### config.mk
export PLATFORM = sky130hd
export DESIGN_NAME = uart_rx
export DESIGN_NICKNAME = d
export VERILOG_FILES = /design/src/rtl/uart_rx.sv
export SDC_FILE = /design/constraint.sdc
export NUM_CORES = 1
export LEC_CHECK = 0
export ABC_CLOCK_PERIOD_IN_PS = 2900
export BUFFER_PORTS_ARGS = -buffer_cell sky130_fd_sc_hd__buf_2
export CORE_UTILIZATION = 40
export DETAILED_ROUTE_END_ITERATION = 8
export SKIP_CTS_REPAIR_TIMING = 1
export SLEW_MARGIN = 30
export SYNTH_ARGS = -nofsm -noshare
export SYNTH_HDL_FRONTEND = slang
export SYNTH_SLANG_ARGS = --single-unit
### constraint.sdc
create_clock -name clk -period 2.9 [get_ports clk]
set_input_delay 0.58 -clock clk [delete_from_list [all_inputs] [get_ports clk]]
set_output_delay 0.58 -clock clk [all_outputs]
set_load 0.005 [all_outputs]
### src/rtl/uart_rx.sv
// uart_rx: 8N1 receiver (8E1 with UART_RX_PARITY_EN); 2-flop sync, bits sampled at mid-bit.
// Latency 2 + CLKS_PER_BIT/2 + 9*CLKS_PER_BIT + 1 clk from start edge; no backpressure, data overwritten.
module uart_rx #(
    parameter int unsigned CLKS_PER_BIT = 10417,
    parameter int unsigned CNT_W        = 16
) (
    input  logic       clk,
    input  logic       reset,
    input  logic       rxd,
    output logic [7:0] data,
    output logic       data_valid,
    output logic       frame_err,
    output logic       parity_err,
    output logic       busy
);

    localparam logic [CNT_W-1:0] HALF_M1 = CNT_W'(CLKS_PER_BIT / 2 - 1);
    localparam logic [CNT_W-1:0] FULL_M1 = CNT_W'(CLKS_PER_BIT - 1);

`ifdef UART_RX_PARITY_EN
    typedef enum logic [2:0] {S_IDLE, S_START, S_DATA, S_PARITY, S_STOP} state_t;
`else
    typedef enum logic [1:0] {S_IDLE, S_START, S_DATA, S_STOP} state_t;
`endif

    logic             sync1_q;
    logic             rx_s_q;
    state_t           state_q, state_d;
    logic [CNT_W-1:0] cnt_q, cnt_d;
    logic [2:0]       bit_idx_q, bit_idx_d;
    logic [7:0]       shift_q, shift_d;
    logic             armed_q, armed_d;
    logic [7:0]       data_q, data_d;
    logic             data_valid_q, data_valid_d;
    logic             frame_err_q, frame_err_d;
`ifdef UART_RX_PARITY_EN
    logic             par_q, par_d;
    logic             parity_err_q, parity_err_d;
`endif
    logic             bit_done;

    assign bit_done = (cnt_q == FULL_M1);

    always_ff @(posedge clk) begin
        if (reset) begin
            sync1_q      <= 1'b1;
            rx_s_q       <= 1'b1;
            state_q      <= S_IDLE;
            cnt_q        <= '0;
            bit_idx_q    <= '0;
            shift_q      <= '0;
            armed_q      <= 1'b1;
            data_q       <= '0;
            data_valid_q <= 1'b0;
            frame_err_q  <= 1'b0;
`ifdef UART_RX_PARITY_EN
            par_q        <= 1'b0;
            parity_err_q <= 1'b0;
`endif
        end else begin
            sync1_q      <= rxd;
            rx_s_q       <= sync1_q;
            state_q      <= state_d;
            cnt_q        <= cnt_d;
            bit_idx_q    <= bit_idx_d;
            shift_q      <= shift_d;
            armed_q      <= armed_d;
            data_q       <= data_d;
            data_valid_q <= data_valid_d;
            frame_err_q  <= frame_err_d;
`ifdef UART_RX_PARITY_EN
            par_q        <= par_d;
            parity_err_q <= parity_err_d;
`endif
        end
    end

    always_comb begin
        state_d      = state_q;
        cnt_d        = cnt_q;
        bit_idx_d    = bit_idx_q;
        shift_d      = shift_q;
        armed_d      = armed_q;
        data_d       = data_q;
        data_valid_d = 1'b0;
        frame_err_d  = 1'b0;
`ifdef UART_RX_PARITY_EN
        par_d        = par_q;
        parity_err_d = 1'b0;
`endif
        case (state_q)
            S_IDLE: begin
                cnt_d = '0;
                // After a break the line must go high once before a new start edge counts
                if (!armed_q) begin
                    if (rx_s_q) armed_d = 1'b1;
                end else if (!rx_s_q) begin
                    state_d = S_START;
                end
            end
            S_START: begin
                if (cnt_q == HALF_M1) begin
                    cnt_d = '0;
                    if (!rx_s_q) begin
                        state_d   = S_DATA;
                        bit_idx_d = '0;
                    end else begin
                        state_d = S_IDLE;
                    end
                end else begin
                    cnt_d = cnt_q + CNT_W'(1);
                end
            end
            S_DATA: begin
                if (bit_done) begin
                    cnt_d              = '0;
                    shift_d[bit_idx_q] = rx_s_q;
                    if (bit_idx_q == 3'd7) begin
`ifdef UART_RX_PARITY_EN
                        state_d = S_PARITY;
`else
                        state_d = S_STOP;
`endif
                    end else begin
                        bit_idx_d = bit_idx_q + 3'd1;
                    end
                end else begin
                    cnt_d = cnt_q + CNT_W'(1);
                end
            end
`ifdef UART_RX_PARITY_EN
            S_PARITY: begin
                if (bit_done) begin
                    cnt_d   = '0;
                    par_d   = rx_s_q;
                    state_d = S_STOP;
                end else begin
                    cnt_d = cnt_q + CNT_W'(1);
                end
            end
`endif
            S_STOP: begin
                // Leave at the stop midpoint so a back-to-back start edge is caught in time
                if (bit_done) begin
                    cnt_d   = '0;
                    state_d = S_IDLE;
                    if (!rx_s_q) begin
                        frame_err_d = 1'b1;
                        armed_d     = 1'b0;
                    end
`ifdef UART_RX_PARITY_EN
                    else if (^{shift_q, par_q}) begin
                        parity_err_d = 1'b1;
                    end
`endif
                    else begin
                        data_valid_d = 1'b1;
                        data_d       = shift_q;
                    end
                end else begin
                    cnt_d = cnt_q + CNT_W'(1);
                end
            end
            default: begin
                state_d = S_IDLE;
                cnt_d   = '0;
            end
        endcase
    end

    always_comb begin
        busy       = (state_q != S_IDLE);
        data       = data_q;
        data_valid = data_valid_q;
        frame_err  = frame_err_q;
`ifdef UART_RX_PARITY_EN
        parity_err = parity_err_q;
`else
        parity_err = 1'b0;
`endif
    end

endmodule

# Yosys cells after proc, flatten, opt, wreduce, memory -nomap -nowiden
# Cells that the tools add are included.
[op_classes]
addsub = 2
n_lt_le_gt_ge = 2
n_eq_ne = 15
mux = 25
bitwise = 2
reduce_logical = 12
[op_table]
columns = ["op", "n"]
rows = [
  ["$pmux 16 s3", 1],
  ["$mux 16", 2],
  ["$ne 2x2->1 const B", 9],
  ["$add 16x1->16 const B", 1],
  ["$eq 16x13->1 const B", 1],
  ["$eq 16x14->1 const B", 1],
  ["$mux 2", 7],
  ["$mux 3", 4],
  ["$bwmux 8", 1],
  ["$pmux 2 s4", 1],
  ["$mux 1", 6],
  ["$pmux 3 s2", 1],
  ["$reduce_and 3->1", 2],
  ["$reduce_and 6->1", 1],
  ["$reduce_bool 2->1", 3],
  ["$reduce_and 5->1", 1],
  ["$eq 2x2->1 const B", 2],
  ["$lt 3x4->1 const B", 1],
  ["$add 3x1->3 const B", 1],
  ["$demux 1 s3", 1],
  ["$eq 3x3->1 const B", 1],
  ["$ge 3x1->1 const B", 1],
  ["$reduce_or 3->1", 1],
  ["$eq 2x1->1 const B", 1],
  ["6 further kinds", 7],
]
[word_totals]
regBits = 42
in_bits = 3

# Logic depth before layout (Yosys ltp)
# Gate-level depths: netlist (run 1).
[logic_depth]
word_depth = 5
ltp_mapped = 7
depth_no_buf = 6

# Worst setup path before layout (run 1)
# OpenSTA, ideal clock, no wires.
[synth_timing]
kind = "register to register"
from = "register bit_idx_q[1]"
to = "register bit_idx_q[0]"
t_arrival_ns = 1.567
path_slack_ns = 1.238
stages_incl_launch_ff = 6
path_cell_list = "dfxtp_1 > ha_1 > ha_1 > or3_1 > or2_1 > a221oi_1"
[synth_via]
elab_chain_len = 3
[synth_lines]
columns = ["element", "line_no", "source"]
rows = [
  ["start: declaration", "30", "logic [2:0] bit_idx_q, bit_idx_d;"],
  ["start signal: assignment", "65", "bit_idx_q <= bit_idx_d;"],
  ["$eq 3x3->1", "118", "if (bit_idx_q == 3'd7) begin"],
  ["$ne 2x2->1 (no line)", "n/a", ""],
  ["$reduce_and 5->1 (no line)", "n/a", ""],
]
# Every way passes these cells.
# A chain may end at the register's enable or synchronous reset.

# Worst setup path in the final report (run 1)
[layout_timing]
from = "register cnt_q[4]"
to = "register cnt_q[15]"
[layout_via]
elab_chain_len = 3
word_cells_on_any_way = 6
cone_classes = "add/sub: 1; eq/ne: 2; mux: 3"
[layout_lines]
columns = ["element", "line_no", "source"]
rows = [
  ["start: declaration", "29", "logic [CNT_W-1:0] cnt_q, cnt_d;"],
  ["start signal: assignment", "64", "cnt_q <= cnt_d;"],
  ["$add 16x1->16 (tied with other cells)", "111, 128, 161", ""],
  ["$mux 16 (on tied branches)", "115, 144, 102", ""],
  ["$pmux 16 s3 (*)", "91", "case (state_q)"],
]
# Every way passes the cells marked *; elsewhere a longest branch is shown, timed or not.

==> results of run 1 <==
[final cells by class]
class / count / area [um^2] / share of cell area [%]
clock inverter: 1 / 30.0 / 1.35
sequential: 42 / 841 / 37.9
clock buffer: 7 / 76.3 / 3.44
timing repair buffer: 13 / 65.1 / 2.93
multi-input combinational: 154 / 1090 / 48.9
tap: 67 / 83.8 / 3.78
inverter: 10 / 37.5 / 1.69
[final timing paths]
kind                                from  cells past startpoint        end  slack [ns]
worst min register to register   sync1_q                      1     rx_s_q        0.43
worst max register to register  cnt_q[4]                      4  cnt_q[15]        0.82
worst min-delay path             sync1_q                      1     rx_s_q        0.43
worst max-delay path            cnt_q[4]                      4  cnt_q[15]        0.82
[report_power, final]
part           internal (W)  switching [W]  leakage (nW)
Combinational    0.00000886      0.0000126         0.372
Clock              0.000258       0.000196        0.0524
Sequential         0.000579     0.00000299         0.339
[routing by layer]
layer	global-route usage, %	vias to the layer above	share of wire [%]
li1	-	798	-
met1	23.1	687	53
met2	22.7	29	42
met3	4.12	8	3.5
met4	5.88	0	1.6
met5	0	-	0
[kinds of logic (layout without fill, tap and decap cells)]
logic type               count (synthesis)  count (layout)
AO/OA/AOI/OAI                           31              31
multiplexers                            16              16
buffers and inverters                   22              31
flip-flops                              42              42
AND/OR/NAND/NOR                         90              90
other                                    1               1
adder cells (fa/ha/maj)                  4               4
XOR/XNOR                                12              12
[registers in the layout (all words and copies together), names as in the netlist, 3 cells and up, named ones only]
signal	count
bit_idx_q	3
cnt_q	16
data	8
shift_q	8
[through the flow]
stage,total power [W],instances,area (um^2),utilization [%],setup WS [ns]
5_1_grt,0.00110,294,2220,46.1,0.581
4_1_cts,0.00107,294,2220,46.1,0.798
6_report,0.00106,294,2220,46.1,0.815
3_3_place_gp,0.000617,286,2110,43.9,0.832
3_5_place_dp,0.000617,286,2110,43.9,0.800
2_1_floorplan,0.000613,218,2030,-,1.24
[worst max-delay path, stage by stage (launching register included)]
cell and delay, ns:
dfxtp_1 0.43, nor4b_4 0.32, nand4_2 0.34, o21ai_2 0.66
a22oi_1 0.18
[layout by cell type (no fill, tap or decap), types with 3 or more instances in the layout]
cell type   n
a21oi_1    14
and3_1      5
buf_2      13
clkbuf_8    5
dfxtp_1    42
ha_1        4
inv_1      10
mux2i_1    16
nand2_1     5
nand2b_1   21
nand3_1    12
nand4_1     7
nor2_1      6
nor2b_1     4
nor3_1      5
nor4_1      7
o32ai_1     3
or3_1       3
or4_1       3
xnor2_1     5
xor2_1      7
==> metrics.md, run 1 <==
| Metric | Value |
|---|---|
| Largest family of logic cells by synthesized area | simple AND/OR/NAND/NOR gates |
| First-pass GRT wire length | around 6500 um |
| Placer Congestion | 0.830 |
| Ratio of cells with drive above 1 in the final layout | between 10 and 15% |
| Synth Area in Adders | 2.46% |
| Status | finished, final reports clean |
| Mapped Cells | 218 |
| Post-synth top area share | approximately 41% |
| Largest buffer count on any clock path | 2 |
| Cell taking the most area after synthesis | dfxtp_1 |
| Drt drc | 0 |
| Async S/R FF share, synth | 0% |
| #FFs+latches synth | 42 |
| RSZ-0062 raised after global routing | false |
| Vias in the first global route | 1336 |
| Count leader, synth | dfxtp_1 |
| Final hold viol count | 0 |
| WL/cell | 13.3 um |
| Via count | 1522 |
| Startpoint Class | register |
| Top cells by area, synth | dfxtp_1 (41%), mux2i_1 (7.9%), nand2b_1 (6.5%) |
| Yosys cell types | 46 |
| Worst endpoint required time | 3.05 ns |
| Slew @ Worst Pin | 0.681 ns |
| Multiplexer share of the synthesized area | approximately 8% |
| Max Clock Freq | 480 MHz |
| Hold WS | roughly 0.43 ns |
| DIE HEIGHT | 73.3 um |
| Post-synthesis xor/xnor area fraction | 5.18% |
| Antenna violations before repair | 0 |
| Syn Nets | roughly 230 |
| Clk_lat worst skew | approximately 0.30 ns |
| Final setup viols | 0 |
| Worst hold path type | register to register |
| NumNets Final | 233 |
| Warnings, synthesis | 0 |
| Setup Crit Path Kind | register to register |
| PD cells | 476 nW/um^2 |
| Worst VDD drop | 0.000230 V |
| Clock root buffer | clkbuf_8 |
| Filler Cell Count | 492 |
| Maxcap violations | 0 |
| Port Buffers | 13 |
| Top cells by count, synth | dfxtp_1 (42), nand2b_1 (21), mux2i_1 (16) |
| Largest net degree at the start of global routing | 31 |
| Synth Flop Type | dfxtp_1 |
| CTS buffer count | 5 |
| Max FO, Critical Path | 17 |
| Worst-path clk slew | 0.08 ns |
| Area delta synth->final | 9.30% |
| Leak | 0.763 nW |
| Post-synthesis simple-gate area fraction | 27.7% |
| Final Slew Violations | 0 |
| Core area | 4820 um^2 |
| FP Rows | 25 |
| Horiz. Die Dim | approximately 73 um |
| Initial detailed-routing violation count | 99 |
| Initial Util | 42.2% |
| Ant diodes | 0 |
| GRT Residual Overflow | 0 |
| Post-synth design cell area | 2030 um^2 |
| Vias per inst | around 5.2 |
| Post-synthesis sequential area ratio | 41.4% |
| Synth Area in Compound Gates | ~10% |
| Fin crit period | ~2.1 ns |
| Die area | 5370 um^2 |
| Syn avg cell area | 9.32 um^2 |
| HPWL after detailed placement | 2640 um |
| Top Ports | 15 |
| Number of synthesized flops with an enable pin | 0 |
| CTS tree | yes |
| Worst Skew | 0.00636 ns |
| Crit. End Element | register |
| H-Tree Depth | 2 |
| GRT Total Usage | 16.0% |
| First-pass DRT Iterations | 4 |
| Slew HR | ~55% |
| Clock Sinks | 42 |
| Routed wire length | 3900 um |
| Arrival @ worst endpoint | 2.23 ns |
| TNS Setup | 0 ns |
| Fin crit share | 71.9% |
| Antenna viol nets, final | 0 |
Power figures use the tool's default switching activity.
==> run 2: changes to the inputs <==
Settings changed: ABC_CLOCK_PERIOD_IN_PS 2900 to 1810.
Clock period 2.9 ns to 1.81 ns, I/O delays scaled along.
==> metrics.md, run 2 (synthesis results as in run 1) <==
| Metric | Value |
|---|---|
| Length in cells of the worst reg-to-reg path | 5 (+1) |
| Port Buffers | 13 (unchanged) |
| Vias in the first global route | 1476 (+10%) |
| Final Cell Area | 2390 um^2 (+7.8%) |
| Clock root buffer | clkbuf_8 |
| TNS Setup | 0 ns (unchanged) |
| Worst Setup EP | bit_idx_q[0] |
| First-pass GRT wire length | 6830 um (+5.0%) |
| Die area | 5370 um^2 (unchanged) |
| Worst path buffer plus inverter count | 0 (unchanged) |
| Final hold viol count | 0 (unchanged) |
| Crit path launch | bit_idx_q[0] |
| Top delay family on crit path | simple AND/OR/NAND/NOR gates |
| Worst-path clk slew | 0.08 ns (about the same) |
| Leak | 0.826 nW (+8.2%) |
| Final setup viols | 0 (unchanged) |
| Worst R2R Setup Slack | 0.07 ns (-0.75 ns) |
| Ant diodes | 0 (unchanged) |
| Final Non-Filler Cells | 309 (+5.1%) |
| Fin crit period | 1.74 ns (-0.342 ns) |
| Reg2reg end | bit_idx_q[0] |
| Clk_lat worst skew | 0.30 ns (about the same) |
| Ratio of cells with drive above 1 in the final layout | 21.5% (+8.7 points) |
| CP max-delay cell | or3_1 |
| Clock Sinks | 42 (unchanged) |
| Filler Cell Count | 493 (+0.20%) |
| First-pass DRT Iterations | 4 (unchanged) |
| Commonest non-fill, non-tap cell in the layout | dfxtp_1 |
| Max reg flops | 16 (unchanged) |
| Worst VDD drop | 0.000278 V (+21%) |
| FP Rows | 25 (unchanged) |
| Slowest Stage Delay on Critical Path | 0.42 ns (-0.24 ns) |
| Arrival @ worst endpoint | 1.96 ns (-0.27 ns) |
| Setup ws final | 0.0678 ns (-0.748 ns) |
| Routed wire length | 3990 um (+2.2%) |
| Antenna viol nets, final | 0 (unchanged) |
| CP most frequent cell | ha_1 |
| Vias per inst | 5.07 (-2.1%) |
| Reg2Reg Launch Point | bit_idx_q[0] |
| Largest buffer count on any clock path | 2 (unchanged) |
| Setup Crit Path Kind | register to register |
| WL/cell | 12.9 um (-2.8%) |
| Placed cell areas | 2240 um^2 (+5.9%) |
| RSZ-0062 raised after global routing | true |
| Maxcap violations | 0 (unchanged) |
| Top reg by flops | cnt_q |
| Startpoint Class | register |
| Max Clock Freq | 574 MHz (+20%) |
| Final Slew Violations | 0 (unchanged) |
| GRT Residual Overflow | 0 (unchanged) |
| H-Tree Depth | 2 (unchanged) |
| Final Util | 49.7% (+3.6 points) |
| Worst Skew | 0.00743 ns (+0.00107 ns) |
| Initial Util | 42.2% (unchanged) |
| Cell breakdown of the critical path | ha_1, ha_1, or3_1, or2_4, a221oi_2 |
| GRT Total Usage | 16.8% (+0.81 points) |
| CTS buffer count | 5 (unchanged) |
| Fin crit share | 96.3% (+24 points) |
| DIE HEIGHT | 73.3 um (unchanged) |
| CTS tree | yes |
| Status | finished, final reports clean |
| Worst endpoint required time | 2.03 ns (-1.02 ns) |
| CP Depth | 5 (+1) |
| PD cells | 714 nW/um^2 (+50%) |
| Antenna violations before repair | 0 (unchanged) |
| Via count | 1566 (+2.9%) |
| HPWL after detailed placement | 2810 um (+6.3%) |
| Drt drc | 0 (unchanged) |
| Crit. End Element | register |
| Commonest cells after routing, fill and taps aside | dfxtp_1 (41), nand2b_1 (21), mux2i_1 (16) |
| Placed cells | 301 (+5.2%) |
| Max FO, Critical Path | 5 (-12) |
| Area delta synth->final | 17.8% |
| Horiz. Die Dim | 73.3 um (unchanged) |
| Core area | 4820 um^2 (unchanged) |
| Worst hold path type | input port to register |
| Top Ports | 15 (unchanged) |
| NumNets Final | 248 (+6.4%) |
| DP Worst Slack | -0.00202 ns (-0.802 ns) |
| Largest net degree at the start of global routing | 31 (unchanged) |
| Placer Congestion | 0.767 (-7.6%) |
| Initial detailed-routing violation count | 74 (-25%) |
## run 2: metrics by stage
stage | hold slack (ns) | total power (W)
after floorplan | 0.389 | 0.000982
after global placement | 0.404 | 0.000990
after detailed placement | 0.417 | 0.000990
after CTS | 0.241 | 0.00173
after global routing | 0.239 | 0.00178
final | 0.251 | 0.00171
## run 2: worst min path at each step
stage	depth (start not counted)	endpoint	start	slack (ns)
5_1_grt	2	sync1_q	rxd	0.24
2_1_floorplan	1	rx_s_q	sync1_q	0.39
6_report	2	sync1_q	rxd	0.25
4_1_cts	2	sync1_q	rxd	0.24
3_3_place_gp	1	rx_s_q	sync1_q	0.40
3_5_place_dp	1	rx_s_q	sync1_q	0.42
## run 2: power breakdown
group	internal, W	switching, W
Clock	0.000411	0.000327
Combinational	0.0000160	0.0000208
Sequential	0.000927	0.00000485
## run 2: layout make-up
type | count | area [um^2] | share of cell area [%]
Clock buffer | 6 | 72.6 | 3.03
Clock inverter | 2 | 37.5 | 1.57
Inverter | 10 | 37.5 | 1.57
Multi-Input combinational cell | 154 | 1130 | 47.2
Sequential cell | 42 | 842 | 35.2
Tap cell | 67 | 83.8 | 3.50
Timing Repair Buffer | 28 | 190 | 7.95
## run 2: layer usage
layer	GRT usage [%]	wire (um)
met2	24.7	1730
met4	7.19	73
met1	23.1	2080
met3	4.53	104
met5	0	0
## run 2: worst register-to-register path: cells and delay by family (launching register included)
kind,cells,cell delay [ns]
AND/OR/NAND/NOR,2,0.69
adder cells (fa/ha/maj),2,0.38
AO/OA/AOI/OAI,1,0.25
flip-flops,1,0.35
==> run 3: changes to the inputs <==
Settings changed: ABC_CLOCK_PERIOD_IN_PS 1810 to 2000.
Clock period 1.81 ns to 2 ns, I/O delays scaled along.
==> metrics.md, run 3 (synthesis results as in run 1) <==
| Metric | Value |
|---|---|
| Vias per inst | 5.07 (about the same) |
| Area delta synth->final | 12.9% |
| WL/cell | 13.0 um (+0.57%) |
| Placed cells | 294 (-2.3%) |
| Maxcap violations | 0 (unchanged) |
| Commonest non-fill, non-tap cell in the layout | dfxtp_1 |
| Clk pwr share | 43.1% (about the same) |
| Clock Sinks | 42 (unchanged) |
| Max FO, Critical Path | 7 (+2) |
| Port Buffers | 13 (unchanged) |
| CTS buffer count | 5 (unchanged) |
| Met3 Usage GRT | 4.53% (unchanged) |
| Filler Cell Count | 494 (+0.20%) |
| Core area | 4820 um^2 (unchanged) |
| CTS tree | yes |
| Ratio of cells with drive above 1 in the final layout | 16.2% (-5.3 points) |
| Flop pwr share | 54.8% (+0.2 points) |
| Int Pwr | 0.00123 W (-9.6%) |
| Final Util | 47.6% (-2.1 points) |
| Commonest cells after routing, fill and taps aside | dfxtp_1 (42), nand2b_1 (21), mux2i_1 (16) |
| Switching Fraction | 20.4% (-0.25 points) |
| Max reg flops | 16 (unchanged) |
| Max Clock Freq | 546 MHz (-4.9%) |
| Worst-path clk slew | 0.08 ns (about the same) |
| Clk_lat worst skew | 0.29 ns (about the same) |
| Setup ws final | 0.169 ns (+0.101 ns) |
| HPWL after detailed placement | 2700 um (-3.8%) |
| RSZ-0062 raised after global routing | false |
| PD cells | 671 nW/um^2 (-5.9%) |
| Setup Crit Path Kind | register to register |
| DIE HEIGHT | 73.3 um (unchanged) |
| Ant diodes | 0 (unchanged) |
| Switching power | 0.000314 W (-11%) |
| Clock root buffer | clkbuf_8 |
| Largest buffer count on any clock path | 2 (unchanged) |
| Final Power | 0.00154 W (-9.8%) |
| Final hold viol count | 0 (unchanged) |
| Gate power share | 2.1% (about the same) |
| FP Rows | 25 (unchanged) |
| First-pass DRT Iterations | 4 (unchanged) |
| TNS Setup | 0 ns (unchanged) |
| CP max-delay cell | or3_1 |
| GRT Total Usage | 16.1% (-0.70 points) |
| Antenna viol nets, final | 0 (unchanged) |
| Final setup viols | 0 (unchanged) |
| Cell breakdown of the critical path | ha_1, ha_1, or3_1, or2_1, a221oi_1 |
| Initial Util | 42.2% (unchanged) |
| First-pass GRT wire length | 6580 um (-3.6%) |
| Drt drc | 0 (unchanged) |
| M2 GR Usage | 23.9% (-0.82 points) |
| Antenna violations before repair | 0 (unchanged) |
| H-Tree Depth | 2 (unchanged) |
| Top reg by flops | cnt_q |
| Grt peak-use layer | met2 |
| Die area | 5370 um^2 (unchanged) |
| Placer Congestion | 0.782 (+1.9%) |
| Final Non-Filler Cells | 302 (-2.3%) |
| Routed wire length | 3920 um (-1.7%) |
| Vias in the first global route | 1418 (-3.9%) |
| Startpoint Class | register |
| Status | finished, final reports clean |
| Met1 Use GR | 22.5% (-0.58 points) |
| Top Ports | 15 (unchanged) |
| NumNets Final | 241 (-2.8%) |
| Worst Skew | 0.00770 ns (+0.000276 ns) |
| Via count | 1532 (-2.2%) |
| Leak | 0.781 nW (-5.5%) |
| Largest net degree at the start of global routing | 31 (unchanged) |
| CP most frequent cell | ha_1 |
| Worst endpoint required time | 2.20 ns (+0.17 ns) |
| DP Worst Slack | 0.132 ns (+0.134 ns) |
| Slowest Stage Delay on Critical Path | 0.42 ns (about the same) |
| Worst hold path type | input port to register |
| Fin crit share | 91.6% (-4.7 points) |
| Worst VDD drop | 0.000335 V (+20%) |
| GRT Residual Overflow | 0 (unchanged) |
| Initial detailed-routing violation count | 56 (-24%) |
| Arrival @ worst endpoint | 2.03 ns (+0.07 ns) |
| Final Slew Violations | 0 (unchanged) |
| Fin crit period | 1.83 ns (+0.0889 ns) |
| Crit. End Element | register |
| Horiz. Die Dim | 73.3 um (unchanged) |
run 3: path summary, 6_finish.rpt:
| kind | startpoint | depth (start not counted) | to | slack, ns |
|---|---|---|---|---|
| worst max-delay path | bit_idx_q[1] | 5 | bit_idx_q[0] | 0.17 |
| worst min-delay path | rxd | 2 | sync1_q | 0.30 |
| worst max register to register | bit_idx_q[1] | 5 | bit_idx_q[0] | 0.17 |
| worst min register to register | sync1_q | 1 | rx_s_q | 0.42 |
run 3: layer usage:
metal,part of all wire (%),wire length [um],up-vias
met3,3.3,131,2
li1,-,-,817
met2,43,1670,24
met5,0,0,-
met1,53,2090,689
met4,0.82,32,0
run 3: cell type report:
cell class | instances | area, um^2 | area share, %
tap | 67 | 83.8 | 3.66
clock inverter | 2 | 37.5 | 1.64
inverter | 10 | 37.5 | 1.64
multi-input combinational | 154 | 1090 | 47.8
sequential | 42 | 841 | 36.7
clock buffer | 6 | 72.6 | 3.17
timing repair buffer | 21 | 125 | 5.46
run 3: per-stage QoR:
step	hold WS, ns	instance area [um^2]
after floorplan	0.389	2030
after global placement	0.409	2170
after detailed placement	0.401	2170
after CTS	0.292	2280
after global routing	0.286	2290
final	0.296	2290
run 3: worst max-delay path: cells and delay by family, from the launching register on:
family                     cells  cell delay [ns]
AOI/OAI and AO/OA              1             0.29
adders and majority gates      2             0.40
DFF                            1             0.37
and+or+nand+nor                2             0.69
run 3: power by group through the flow:
| stage | clock, W | sequential (W) | combinational [W] |
|---|---|---|---|
| after CTS | 0.000672 | 0.000844 | 0.0000328 |
| after detailed placement | 0 | 0.000863 | 0.0000326 |
| after global routing | 0.000714 | 0.000844 | 0.0000360 |
| final | 0.000663 | 0.000843 | 0.0000325 |
| after floorplan | 0 | 0.000862 | 0.0000268 |
| after global placement | 0 | 0.000863 | 0.0000327 |
